--- src/rtl/div_ctrl_pkg.sv ---
// Shared definitions for the clock-divider measurement sequencer:
// default widths, the minimum legal divide ratio and the FSM state encoding.
package div_ctrl_pkg;

  localparam int CNT_W_DEF   = 32;
  localparam int RATIO_W_DEF = 8;
  localparam int MIN_RATIO   = 2;

  typedef enum logic [2:0] {
    ST_IDLE  = 3'd0,
    ST_ARM   = 3'd1,
    ST_RUN   = 3'd2,
    ST_CHECK = 3'd3,
    ST_DONE  = 3'd4
  } state_e;

endpackage

--- src/rtl/div_tick_gen.sv ---
// Divide-by-ratio phase counter. The tick is combinational so that it lines up
// with the cycle in which the phase wraps, which is the cycle the sequencer counts it.
module div_tick_gen #(
  parameter int RATIO_W = 8
) (
  input  logic               clk,
  input  logic               rst,
  input  logic               clr,
  input  logic               en,
  input  logic [RATIO_W-1:0] ratio,
  output logic               tick,
  output logic [RATIO_W-1:0] phase
);

  logic [RATIO_W-1:0] phase_q, phase_d;
  logic               last_hit;

  // next phase: clear has priority, otherwise advance and wrap at ratio-1
  always_comb begin
    last_hit = (phase_q == (ratio - RATIO_W'(1)));
    phase_d  = phase_q;
    if (clr) begin
      phase_d = '0;
    end else if (en) begin
      if (last_hit) begin
        phase_d = '0;
      end else begin
        phase_d = phase_q + RATIO_W'(1);
      end
    end else begin
      phase_d = phase_q;
    end
  end

  // phase register
  always_ff @(posedge clk or posedge rst) begin
    if (rst) begin
      phase_q <= '0;
    end else begin
      phase_q <= phase_d;
    end
  end

  assign tick  = en & ~clr & last_hit;
  assign phase = phase_q;

endmodule

--- src/rtl/divider_seq_ctrl.sv ---
// Bounded measurement run sequencer: latches ratio/window on start, runs the tick
// generator for exactly 'window' clocks, counts clocks and ticks, then self-checks.
module divider_seq_ctrl
  import div_ctrl_pkg::*;
#(
  parameter int CNT_W   = CNT_W_DEF,
  parameter int RATIO_W = RATIO_W_DEF
) (
  input  logic               clk,
  input  logic               rst,
  input  logic               start,
  input  logic [RATIO_W-1:0] ratio,
  input  logic [CNT_W-1:0]   window,
  input  logic               abort,
  output logic               busy,
  output logic               done,
  output logic               err,
  output logic               pass,
  output logic               div_tick,
  output logic [CNT_W-1:0]   clk_cnt,
  output logic [CNT_W-1:0]   clk_div_cnt
);

  localparam logic [RATIO_W-1:0] MinRatio = RATIO_W'(MIN_RATIO);
  localparam int                 PW       = CNT_W + RATIO_W;

  state_e             state_q, state_d;
  logic [RATIO_W-1:0] ratio_q, ratio_d;
  logic [CNT_W-1:0]   window_q, window_d;
  logic [CNT_W-1:0]   clk_cnt_q, clk_cnt_d;
  logic [CNT_W-1:0]   clk_div_cnt_q, clk_div_cnt_d;
  logic               busy_q, busy_d;
  logic               done_q, done_d;
  logic               err_q, err_d;
  logic               pass_q, pass_d;

  logic               gen_clr, gen_en, gen_tick;
  logic [RATIO_W-1:0] gen_phase;
  logic               cfg_bad;
  logic [PW-1:0]      prod, recon;
  logic               check_ok;

  // an abort cycle is not counted, so the phase must not advance either
  assign gen_clr = (state_q == ST_ARM);
  assign gen_en  = (state_q == ST_RUN) & ~abort;

  div_tick_gen #(.RATIO_W(RATIO_W)) u_tick_gen (
    .clk   (clk),
    .rst   (rst),
    .clr   (gen_clr),
    .en    (gen_en),
    .ratio (ratio_q),
    .tick  (gen_tick),
    .phase (gen_phase)
  );

  assign cfg_bad  = (ratio < MinRatio) | (window == '0);
  assign prod     = {{RATIO_W{1'b0}}, clk_div_cnt_q} * {{CNT_W{1'b0}}, ratio_q};
  assign recon    = prod + {{CNT_W{1'b0}}, gen_phase};
  assign check_ok = (recon == {{RATIO_W{1'b0}}, window_q});

  // sequencer next-state, counter and status logic
  always_comb begin
    state_d       = state_q;
    ratio_d       = ratio_q;
    window_d      = window_q;
    clk_cnt_d     = clk_cnt_q;
    clk_div_cnt_d = clk_div_cnt_q;
    busy_d        = busy_q;
    done_d        = 1'b0;
    err_d         = err_q;
    pass_d        = pass_q;
    case (state_q)
      ST_IDLE: begin
        if (start) begin
          if (cfg_bad) begin
            err_d   = 1'b1;
            pass_d  = 1'b0;
            done_d  = 1'b1;
            state_d = ST_DONE;
          end else begin
            ratio_d       = ratio;
            window_d      = window;
            clk_cnt_d     = '0;
            clk_div_cnt_d = '0;
            err_d         = 1'b0;
            pass_d        = 1'b0;
            busy_d        = 1'b1;
            state_d       = ST_ARM;
          end
        end else begin
          state_d = ST_IDLE;
        end
      end
      ST_ARM: begin
        if (abort) begin
          err_d   = 1'b1;
          pass_d  = 1'b0;
          busy_d  = 1'b0;
          done_d  = 1'b1;
          state_d = ST_DONE;
        end else begin
          state_d = ST_RUN;
        end
      end
      ST_RUN: begin
        if (abort) begin
          err_d   = 1'b1;
          pass_d  = 1'b0;
          busy_d  = 1'b0;
          done_d  = 1'b1;
          state_d = ST_DONE;
        end else begin
          clk_cnt_d = clk_cnt_q + CNT_W'(1);
          if (gen_tick) begin
            clk_div_cnt_d = clk_div_cnt_q + CNT_W'(1);
          end else begin
            clk_div_cnt_d = clk_div_cnt_q;
          end
          if (clk_cnt_d == window_q) begin
            state_d = ST_CHECK;
          end else begin
            state_d = ST_RUN;
          end
        end
      end
      ST_CHECK: begin
        pass_d  = check_ok;
        busy_d  = 1'b0;
        done_d  = 1'b1;
        state_d = ST_DONE;
      end
      ST_DONE: begin
        state_d = ST_IDLE;
      end
      default: begin
        busy_d  = 1'b0;
        state_d = ST_IDLE;
      end
    endcase
  end

  // all sequencer state and registered outputs
  always_ff @(posedge clk or posedge rst) begin
    if (rst) begin
      state_q       <= ST_IDLE;
      ratio_q       <= '0;
      window_q      <= '0;
      clk_cnt_q     <= '0;
      clk_div_cnt_q <= '0;
      busy_q        <= 1'b0;
      done_q        <= 1'b0;
      err_q         <= 1'b0;
      pass_q        <= 1'b0;
    end else begin
      state_q       <= state_d;
      ratio_q       <= ratio_d;
      window_q      <= window_d;
      clk_cnt_q     <= clk_cnt_d;
      clk_div_cnt_q <= clk_div_cnt_d;
      busy_q        <= busy_d;
      done_q        <= done_d;
      err_q         <= err_d;
      pass_q        <= pass_d;
    end
  end

  assign busy        = busy_q;
  assign done        = done_q;
  assign err         = err_q;
  assign pass        = pass_q;
  assign div_tick    = gen_tick;
  assign clk_cnt     = clk_cnt_q;
  assign clk_div_cnt = clk_div_cnt_q;

endmodule

--- config.mk ---
export PLATFORM = sky130hd
export DESIGN_NAME = divider_seq_ctrl
export DESIGN_NICKNAME = d
export VERILOG_FILES = /design/src/rtl/div_ctrl_pkg.sv /design/src/rtl/div_tick_gen.sv /design/src/rtl/divider_seq_ctrl.sv
export SDC_FILE = /design/constraint.sdc
export NUM_CORES = 1
export LEC_CHECK = 0
export ABC_AREA = 1
export ABC_CLOCK_PERIOD_IN_PS = 7700
export CAP_MARGIN = 30
export CORE_UTILIZATION = 40
export CTS_CLUSTER_DIAMETER = 120
export CTS_CLUSTER_SIZE = 24
export DETAILED_ROUTE_END_ITERATION = 6
export PLACE_DENSITY = 0.55
export SLEW_MARGIN = 5
export SYNTH_ARGS = -nofsm -noshare
export SYNTH_HDL_FRONTEND = slang
export SYNTH_HIERARCHICAL = 1
export SYNTH_SLANG_ARGS = --single-unit
--- constraint.sdc ---
create_clock -name clk -period 7.7 [get_ports clk]
set_clock_uncertainty 0.2 [all_clocks]
set_input_delay 1.54 -clock clk [delete_from_list [all_inputs] [get_ports clk]]
set_output_delay 1.54 -clock clk [all_outputs]
set_load 0.005 [all_outputs]
Yosys cells after proc, flatten, opt, wreduce, memory -nomap -nowiden
Cells that the tools add are included.
Widths: inputs -> output; s select.
{"block": "word_totals", "regBits": 119, "inputBits": 44, "output_inout_bits": 69, "word_cells": 79}
{"block": "op_classes", "add_sub_neg": 5, "mul": 1, "order_cmp": 1, "n_eq_ne": 12, "mux": 29, "bitwise": 8, "reduce_logical": 13}
{"op": "$mux 32", "n": 5}
{"op": "$pmux 32 s2", "n": 2}
{"op": "$add 32x1->32 const B", "n": 2}
{"op": "$add 40x8->40", "n": 1}
{"op": "$eq 40x32->1", "n": 1}
{"op": "$mul 32x8->40", "n": 1}
{"op": "$eq 32x32->1", "n": 1}
{"op": "$logic_not 32->1", "n": 1}
{"op": "$mux 8", "n": 3}
{"op": "$mux 3", "n": 4}
{"op": "$pmux 3 s4", "n": 1}
{"op": "$mux 1", "n": 10}
{"op": "$pmux 1 s3", "n": 3}
{"op": "$reduce_and 3->1", "n": 3}
{"op": "$add 8x1->8 const B", "n": 1}
{"op": "$eq 8x8->1", "n": 1}
{"op": "$lt 8x2->1 const B", "n": 1}
{"op": "$ne 2x2->1 const B", "n": 4}
{"op": "$reduce_and 4->1", "n": 2}
{"op": "$sub 8x1->8 const B", "n": 1}
{"op": "$eq 3x2->1 const B", "n": 2}
{"op": "$reduce_bool 2->1", "n": 3}
{"op": "$reduce_and 5->1", "n": 1}
{"op": "$not 1->1", "n": 4}
{"op": "9 further kinds", "n": 11}

Depth between registers and ports, before layout
Gate-level depths: netlist of run 1.
{"block": "depth", "depth_word": 7, "ltp_mapped": 32, "depth_no_buf": 30}

Hierarchy
Netlist of run 1, hierarchy kept.
{"module": "divider_seq_ctrl", "instances": 1, "cells_each": 2403, "area_per_inst_um2": 16412.0, "seq_area_each_um2": 2777.7}
{"module": "div_tick_gen", "instances": 1, "cells_each": 130, "area_per_inst_um2": 770.7, "seq_area_each_um2": 200.2}

Worst setup path after synthesis of run 1
No wires, ideal clock.
{"block": "synth_timing", "path_type": "flip-flop to flip-flop", "startpoint": "register ratio_q[4]", "endpoint": "register pass_q, in the netlist pass", "arrival_ns": 4.558, "required_time_ns": 7.435, "setup_slack_ns": 2.877, "stages_incl_launch_ff": 27, "path_buffers": 2, "period_less_slack_ns": 4.823, "path_cell_list": "dfrtp_1 > clkbuf_1 > clkbuf_1 > nand2_1 > fa_1 > fa_1 > fa_1 > fa_1 > inv_1 > ha_1 > nand2_1 > inv_1 > a21oi_1 > nand2_1 > nand2_1 > nand2_1 > nand2_1 > nand2_1 > nand2_1 > nand2_1 > nor2_1 > nand2_1 > nor2_1 > nand3_1 > nor2_1 > nand2_1 > nand2_1"}
{"block": "synth_via", "elab_chain_cells": 4}
{"item": "start: declaration", "line": "divider_seq_ctrl.sv:28", "rtl": "logic [RATIO_W-1:0] ratio_q, ratio_d;"}
{"item": "start signal: assignment", "line": "divider_seq_ctrl.sv:157", "rtl": "ratio_q <= ratio_d;"}
{"item": "$mul 32x8->40", "line": "divider_seq_ctrl.sv:58", "rtl": "assign prod = {{RATIO_W{1'b0}}, clk_div_cnt_q} * {{CNT_W{1'b0}}, ratio_q};"}
{"item": "$add 40x8->40", "line": "divider_seq_ctrl.sv:59", "rtl": "assign recon = prod + {{CNT_W{1'b0}}, gen_phase};"}
{"item": "$eq 40x32->1", "line": "divider_seq_ctrl.sv:60", "rtl": "assign check_ok = (recon == {{RATIO_W{1'b0}}, window_q});"}
{"item": "$pmux 1 s3", "line": "divider_seq_ctrl.sv:73", "rtl": "case (state_q)"}
{"item": "end signal: assignment", "line": "divider_seq_ctrl.sv:164", "rtl": "pass_q <= pass_d;"}
{"item": "end: declaration", "line": "divider_seq_ctrl.sv:35", "rtl": "logic pass_q, pass_d;"}
No other way between the ends.
A chain may end at the register's enable or synchronous reset.

Worst setup path in the final report of run 1
{"block": "layout_timing", "startpoint": "register ratio_q[5]", "endpoint": "register pass_q, in the netlist pass"}
Same word-level chain as after synthesis.

==> results.yml, run 1 <==
run_status:
  status: "finished, final reports clean"
layout:
  syn_to_final_growth_pct: 12.7
  n_fill_cell: 4349
  drive_gt1_share_pct: 3.95
  nets: 2912
  num_antenna_cells: 0
  stdcell_area_um2: 19400
  fin_cells: 3144
placement:
  place_congestion: 0.916
  dpl_cell_area_um2: 18800
  placed_cells: 3112
  port_buffers: 112
  dp_hpwl_mm: 41.6
synth:
  yosys_warnings: 6
  synth_most_common_cell: "nand2_1"
  synth_top_area_share_pct: 21.9
  synthTopCellsByCount: "853 x nand2_1, 538 x inv_1, 188 x fa_1"
  syn_nets: 2853
  ys_seq_area_share_pct: 17.3
  syn_avg_cell_area_um2: 6.78
  yosys_most_used_dff: "dfrtp_1"
  synth-edff-count: 0
  ys_types: 47
  yosys.area.top_type: "fa_1"
  postSynthCellCount: 2533
  syn_area_um2: 17200
  postSynth.asyncResetShare_pct: 100
  synth_area_leaders: "fa_1 22%, nand2_1 19%, dfrtp_1 17%, inv_1 12%, ha_1 6.4%"
  ys_seq_elements: 119
die:
  core-area_um2: 42100
  ioPinCount: 113
  num_rows: 75
  dieArea_um2: 43800
  start_util_pct: 40.8
  die_x_um: 209
  die_y_um: 209
clocking:
  cts_buffers: 17
  htreeDepth: 4
  post_cts_resize_count: 0
  post_cts_buffers: 0
  clockBufferDepth: 2
  numClockSinks: 119
  clk_latency_ns: 0.47
  cts_tree: "done"
  clockRootBuffer: "clkbuf_16"
  clkTransAtPathRegs_ns: 0.06
  cts_hold_buf: 0
route:
  drt_wl_total_mm: 51.5
  drc: 0
  drt_iter0_markers: 975
  avgViaCountPerCell: 4.99
  firstDrtPassIters: 4
  wl_per_cell_um: 16.4
  antenna_left: 0
  vias: 15700
sta:
  setup_viol: 0
  slew_violations: 0
  finalHoldViolations: 0
  fmax_mhz: 172
  fin_setup_tns_ns: 0
  finalCritPeriodShare_pct: 75.5
  tightest_slew_ns: 0.859
  rsz0062_at_grt: "false"
  relSlewSlack_pct: 42.7
  timing.final.crit_period_ns: 5.82
setup_path:
  cp.depth: 20
  slowest_delay_ns: 0.80
  crit_family: "adder cells"
  crit_path_start_kind: "flop"
  r2r_end: "pass"
  cp.arrival_ns: 6.03
  crit_end: "pass"
  path_buf_inv: 2
  reg2regPathDepth: 20
  r2r-start: "ratio_q[5]"
  critPathMaxFanout: 18
  path_cells: "buf_4 > nand2_1 > fa_1 > fa_1 > fa_1 > fa_1 > inv_1 > ha_1 > nand2_1 > nor4_1 > nand2_1 > nand2_1 > nand2_1 > nand2_1 > nand3_1 > nor2_1 > nand3_1 > nor2_1 > nand2_1 > nand2_1"
  cp-startpoint: "ratio_q[5]"
  end_kind: "flop"
  cp_common_cell: "nand2_1"
  crit_required_ns: 7.91
  worstSetupPathType: "flop to flop"
  r2r_setup_slack_ns: 1.88
  cp_slowest_cell: "dfrtp_1"
power_and_ir_drop:
  ir_drop_uv: 183
  powerDensity_nw_per_um2: 162
  leakage_nw: 9.52
global_route:
  grt_usage_pct: 25.0
  grt_start_max_net_pins: 72
  grt_antenna_before_repair: 0
  gr-usage-met3_pct: 2.99
  grt_use_met2_pct: 41.1
  grt_pass1_vias: 16000
  met1_usage_pct: 34.6
  grt_overflow: 0
  grt-busiest-layer: "met2"
  grt_pass1_wl_mm: 85.8
worst_hold_path:
  hold_path_class: "flop to flop"
flow_run:
  max_cap_viol_count: 0
==> logic make-up (layout without fill, tap and decap cells) <==
logic type	Yosys count	after routing	share of synthesized area (%)
buf+inv	638	710	14.1
compound gates	162	162	5.37
fa+ha+maj	276	276	28.3
xor+xnor	72	72	3.93
flops	119	119	17.3
simple gates	1266	1266	31.0
==> routing by layer <==
layer | part of all wire [%] | wire [µm]
met1 | 47 | 24300
met2 | 47 | 24100
met3 | 4.0 | 2080
met4 | 2.0 | 1030
met5 | 0 | 0
==> through the flow <==
step / setup slack, ns / util [%] / hold slack (ns) / total power, mW
6_report: 1.88 / 46.0 / 0.283 / 3.13
5_1_grt: 1.49 / 46.0 / 0.327 / 3.34
4_1_cts: 1.88 / 46.0 / 0.289 / 3.14
3_5_place_dp: 1.91 / 44.6 / 0.270 / 2.29
3_3_place_gp: 1.77 / 44.5 / 0.262 / 2.27
2_1_floorplan: 2.88 / - / 0.265 / 1.82
==> power by group <==
part	total [mW]	switching (mW)	internal, mW
sequential	0.919	0.166	0.753
combinational	1.37	0.955	0.417
clock	0.839	0.323	0.516
total	3.13	1.44	1.69
==> worst min-delay path by stage <==
stage          startpoint   end  slack (ns)  cells after the start
5_1_grt              busy  busy        0.33                      2
3_3_place_gp         busy  busy        0.26                      2
4_1_cts              busy  busy        0.29                      2
2_1_floorplan        busy  busy        0.27                      2
6_report             busy  busy        0.28                      2
3_5_place_dp         busy  busy        0.27                      2
==> worst min-delay path, stage by stage (launching register included) <==
cell     delay [ns]
dfrtp_1        0.35
nand2_1        0.05
nand2_1        0.05
==> cells in the final DEF (no fill, tap or decap), drive strengths merged, types with 2 or more instances in the layout <==
| cell | synthesis | routed |
|---|---|---|
| o211ai | 2 | 2 |
| xor2 | 59 | 59 |
| clkinv | 1 | 3 |
| nand2 | 859 | 859 |
| nor2 | 178 | 178 |
| nor4 | 17 | 17 |
| o31ai | 12 | 12 |
| buf | 18 | 15 |
| clkdlybuf4s50 | 0 | 112 |
| o22ai | 32 | 32 |
| o21bai | 5 | 5 |
| nand4 | 34 | 34 |
| o21a | 2 | 2 |
| a21oi | 42 | 42 |
| or2 | 7 | 7 |
| fa | 188 | 188 |
| nor3 | 39 | 39 |
| inv | 550 | 552 |
| ha | 88 | 88 |
| clkbuf | 69 | 21 |
| a21o | 3 | 3 |
| xnor2 | 12 | 12 |
| dfrtp | 119 | 119 |
| bufinv | 0 | 3 |
| nand3b | 10 | 10 |
| nand3 | 119 | 119 |
| clkinvlp | 0 | 4 |
| nor3b | 2 | 2 |
| o21ai | 61 | 61 |
==> cell type report <==
cell class / instances / area, µm² / share of cell area [%]
sequential: 119 / 2980 / 15.4
clock buffer: 21 / 450 / 2.33
tap: 539 / 674 / 3.48
inverter: 551 / 2070 / 10.7
timing repair buffer: 127 / 1250 / 6.47
clock inverter: 11 / 148 / 0.762
multi-input combinational: 1776 / 11800 / 60.9
==> state kept, by name (all words and copies together) (netlist names) <==
| name | flops |
|---|---|
| clk_cnt | 32 |
| clk_div_cnt | 32 |
| window_q | 32 |
| ratio_q | 8 |
| u_tick_gen/phase | 8 |
| state_q | 3 |
| busy | 1 |
| done | 1 |
| err | 1 |
| pass | 1 |
(Power assumes the default switching activity.)
==> run 2, diff against run 1 <==
--- a/config.mk
+++ b/config.mk
@@ -6,7 +6,7 @@
 export NUM_CORES = 1
 export LEC_CHECK = 0
 export ABC_AREA = 1
-export ABC_CLOCK_PERIOD_IN_PS = 7700
+export ABC_CLOCK_PERIOD_IN_PS = 6000
 export CAP_MARGIN = 30
 export CORE_UTILIZATION = 40
 export CTS_CLUSTER_DIAMETER = 120
==> constraint.sdc (replaced) <==
create_clock -name clk -period 6 [get_ports clk]
set_clock_uncertainty 0.2 [all_clocks]
set_input_delay 1.2 -clock clk [delete_from_list [all_inputs] [get_ports clk]]
set_output_delay 1.2 -clock clk [all_outputs]
set_load 0.005 [all_outputs]
==> results.yml, run 2 (same netlist as run 1, synthesis figures left out) <==
placement:
  place_congestion: 0.940
  port_buffers: 112
  dp_hpwl_mm: 42.6
sta:
  finalCritPeriodShare_pct: 95.6
  finalHoldViolations: 0
  fin_setup_tns_ns: 0
  relSlewSlack_pct: 41.3
  fmax_mhz: 174
  slew_violations: 0
  hold_ws_ns: 0.275
  setup_viol: 0
  rsz0062_at_grt: "false"
  tightest_slew_ns: 0.880
  timing.final.crit_period_ns: 5.74
setup_path:
  critPathMaxFanout: 19
  r2r_setup_slack_ns: 0.26
  worstSetupPathType: "flop to flop"
  slowest_delay_ns: 0.61
  end_kind: "flop"
  r2r-start: "ratio_q[7]"
  cp_slowest_cell: "dfrtp_2"
  reg2regPathDepth: 20
  cp_common_cell: "nand2_1"
  crit_path_start_kind: "flop"
  cp.arrival_ns: 5.93
  crit_required_ns: 6.20
  cp-startpoint: "ratio_q[7]"
  crit_family: "adder cells"
  path_cells: "buf_4 > nand2_1 > fa_1 > fa_1 > fa_1 > fa_1 > inv_1 > ha_1 > nand2_1 > nor2_1 > inv_1 > nor3_1 > nand3_1 > nand2_1 > nor2_1 > nor3_1 > nand3_1 > nor2_1 > nand2_1 > nand2_1"
  path_buf_inv: 3
  r2r_end: "pass"
  cp.depth: 20
clocking:
  clkTransAtPathRegs_ns: 0.07
  htreeDepth: 4
  clockRootBuffer: "clkbuf_16"
  cts_buffers: 17
  clockBufferDepth: 2
  post_cts_resize_count: 0
  clk_latency_ns: 0.46
  cts_hold_buf: 0
  numClockSinks: 119
  cts_tree: "done"
  post_cts_buffers: 0
global_route:
  grt_usage_pct: 25.4
  grt_overflow: 0
  grt_start_max_net_pins: 72
  grt_pass1_vias: 16000
  grt_pass1_wl_mm: 86.7
  grt_antenna_before_repair: 0
worst_hold_path:
  min_to: "busy"
  worstHoldStart: "busy"
  hold_path_class: "flop to flop"
  hold-path-cell-count: 2
power_and_ir_drop:
  power_mw: 4.03
  powerDensity_nw_per_um2: 206
  leakage_nw: 9.62
  ir_drop_uv: 190
run_status:
  status: "finished, final reports clean"
route:
  drt_wl_total_mm: 52.4
  wl_per_cell_um: 16.6
  drt_iter0_markers: 1196
  drc: 0
  vias: 15800
  firstDrtPassIters: 7
  antenna_left: 0
  avgViaCountPerCell: 4.99
layout:
  final_cell_mix: "853 x nand2_1, 537 x inv_1, 188 x fa_1"
  syn_to_final_growth_pct: 13.5
  utilization_pct: 46.3
  n_fill_cell: 4324
  num_antenna_cells: 0
  drive_gt1_share_pct: 4.99
  nets: 2933
  layout_commonest_cell: "nand2_1"
die:
  die_y_um: 209
  ioPinCount: 113
  num_rows: 75
  die_x_um: 209
  core-area_um2: 42100
  dieArea_um2: 43800
  start_util_pct: 40.8
flow_run:
  max_cap_viol_count: 0
## run 2: layout make-up
type	instances	area, µm²	area share [%]
clock inverter	13	121	0.622
multi-input combinational	1776	11800	60.5
sequential	119	2980	15.3
clock buffer	19	443	2.27
timing repair buffer	148	1420	7.26
inverter	551	2070	10.6
tap	539	674	3.46
## run 2: stage by stage
step	cell area [µm²]	std cells	setup WS [ns]
floorplan	17200	2533	1.18
global placement	18900	3133	0.118
detailed placement	18900	3133	0.118
CTS	19500	3165	0.0873
global route	19500	3165	0.00545
finish	19500	3165	0.265
## run 2: worst min-delay path, cell delays in order, from the launching register on
cell,delay [ns]
dfrtp_1,0.35
nand2_1,0.05
nand2_1,0.05
## run 2: how the worst max path moves through the flow
stage	to	slack, ns
final	pass	0.26
after global placement	pass	0.12
after global routing	pass	0.005
after CTS	pass	0.09
after floorplan	pass	1.18
after detailed placement	pass	0.12
## run 2: power by group
| group | switching, mW | internal, mW |
|---|---|---|
| sequential | 0.286 | 0.968 |
| combinational | 1.19 | 0.561 |
| clock | 0.442 | 0.583 |
## run 2: metal layers
metal  vias to the layer above  GRT usage (%)  wire (µm)
met4                         0           7.20       1120
li1                       7772              -          -
met3                        60           2.72       2350
met5                         -              0          0
met2                       413           41.4      24400
met1                      7556           35.6      24500
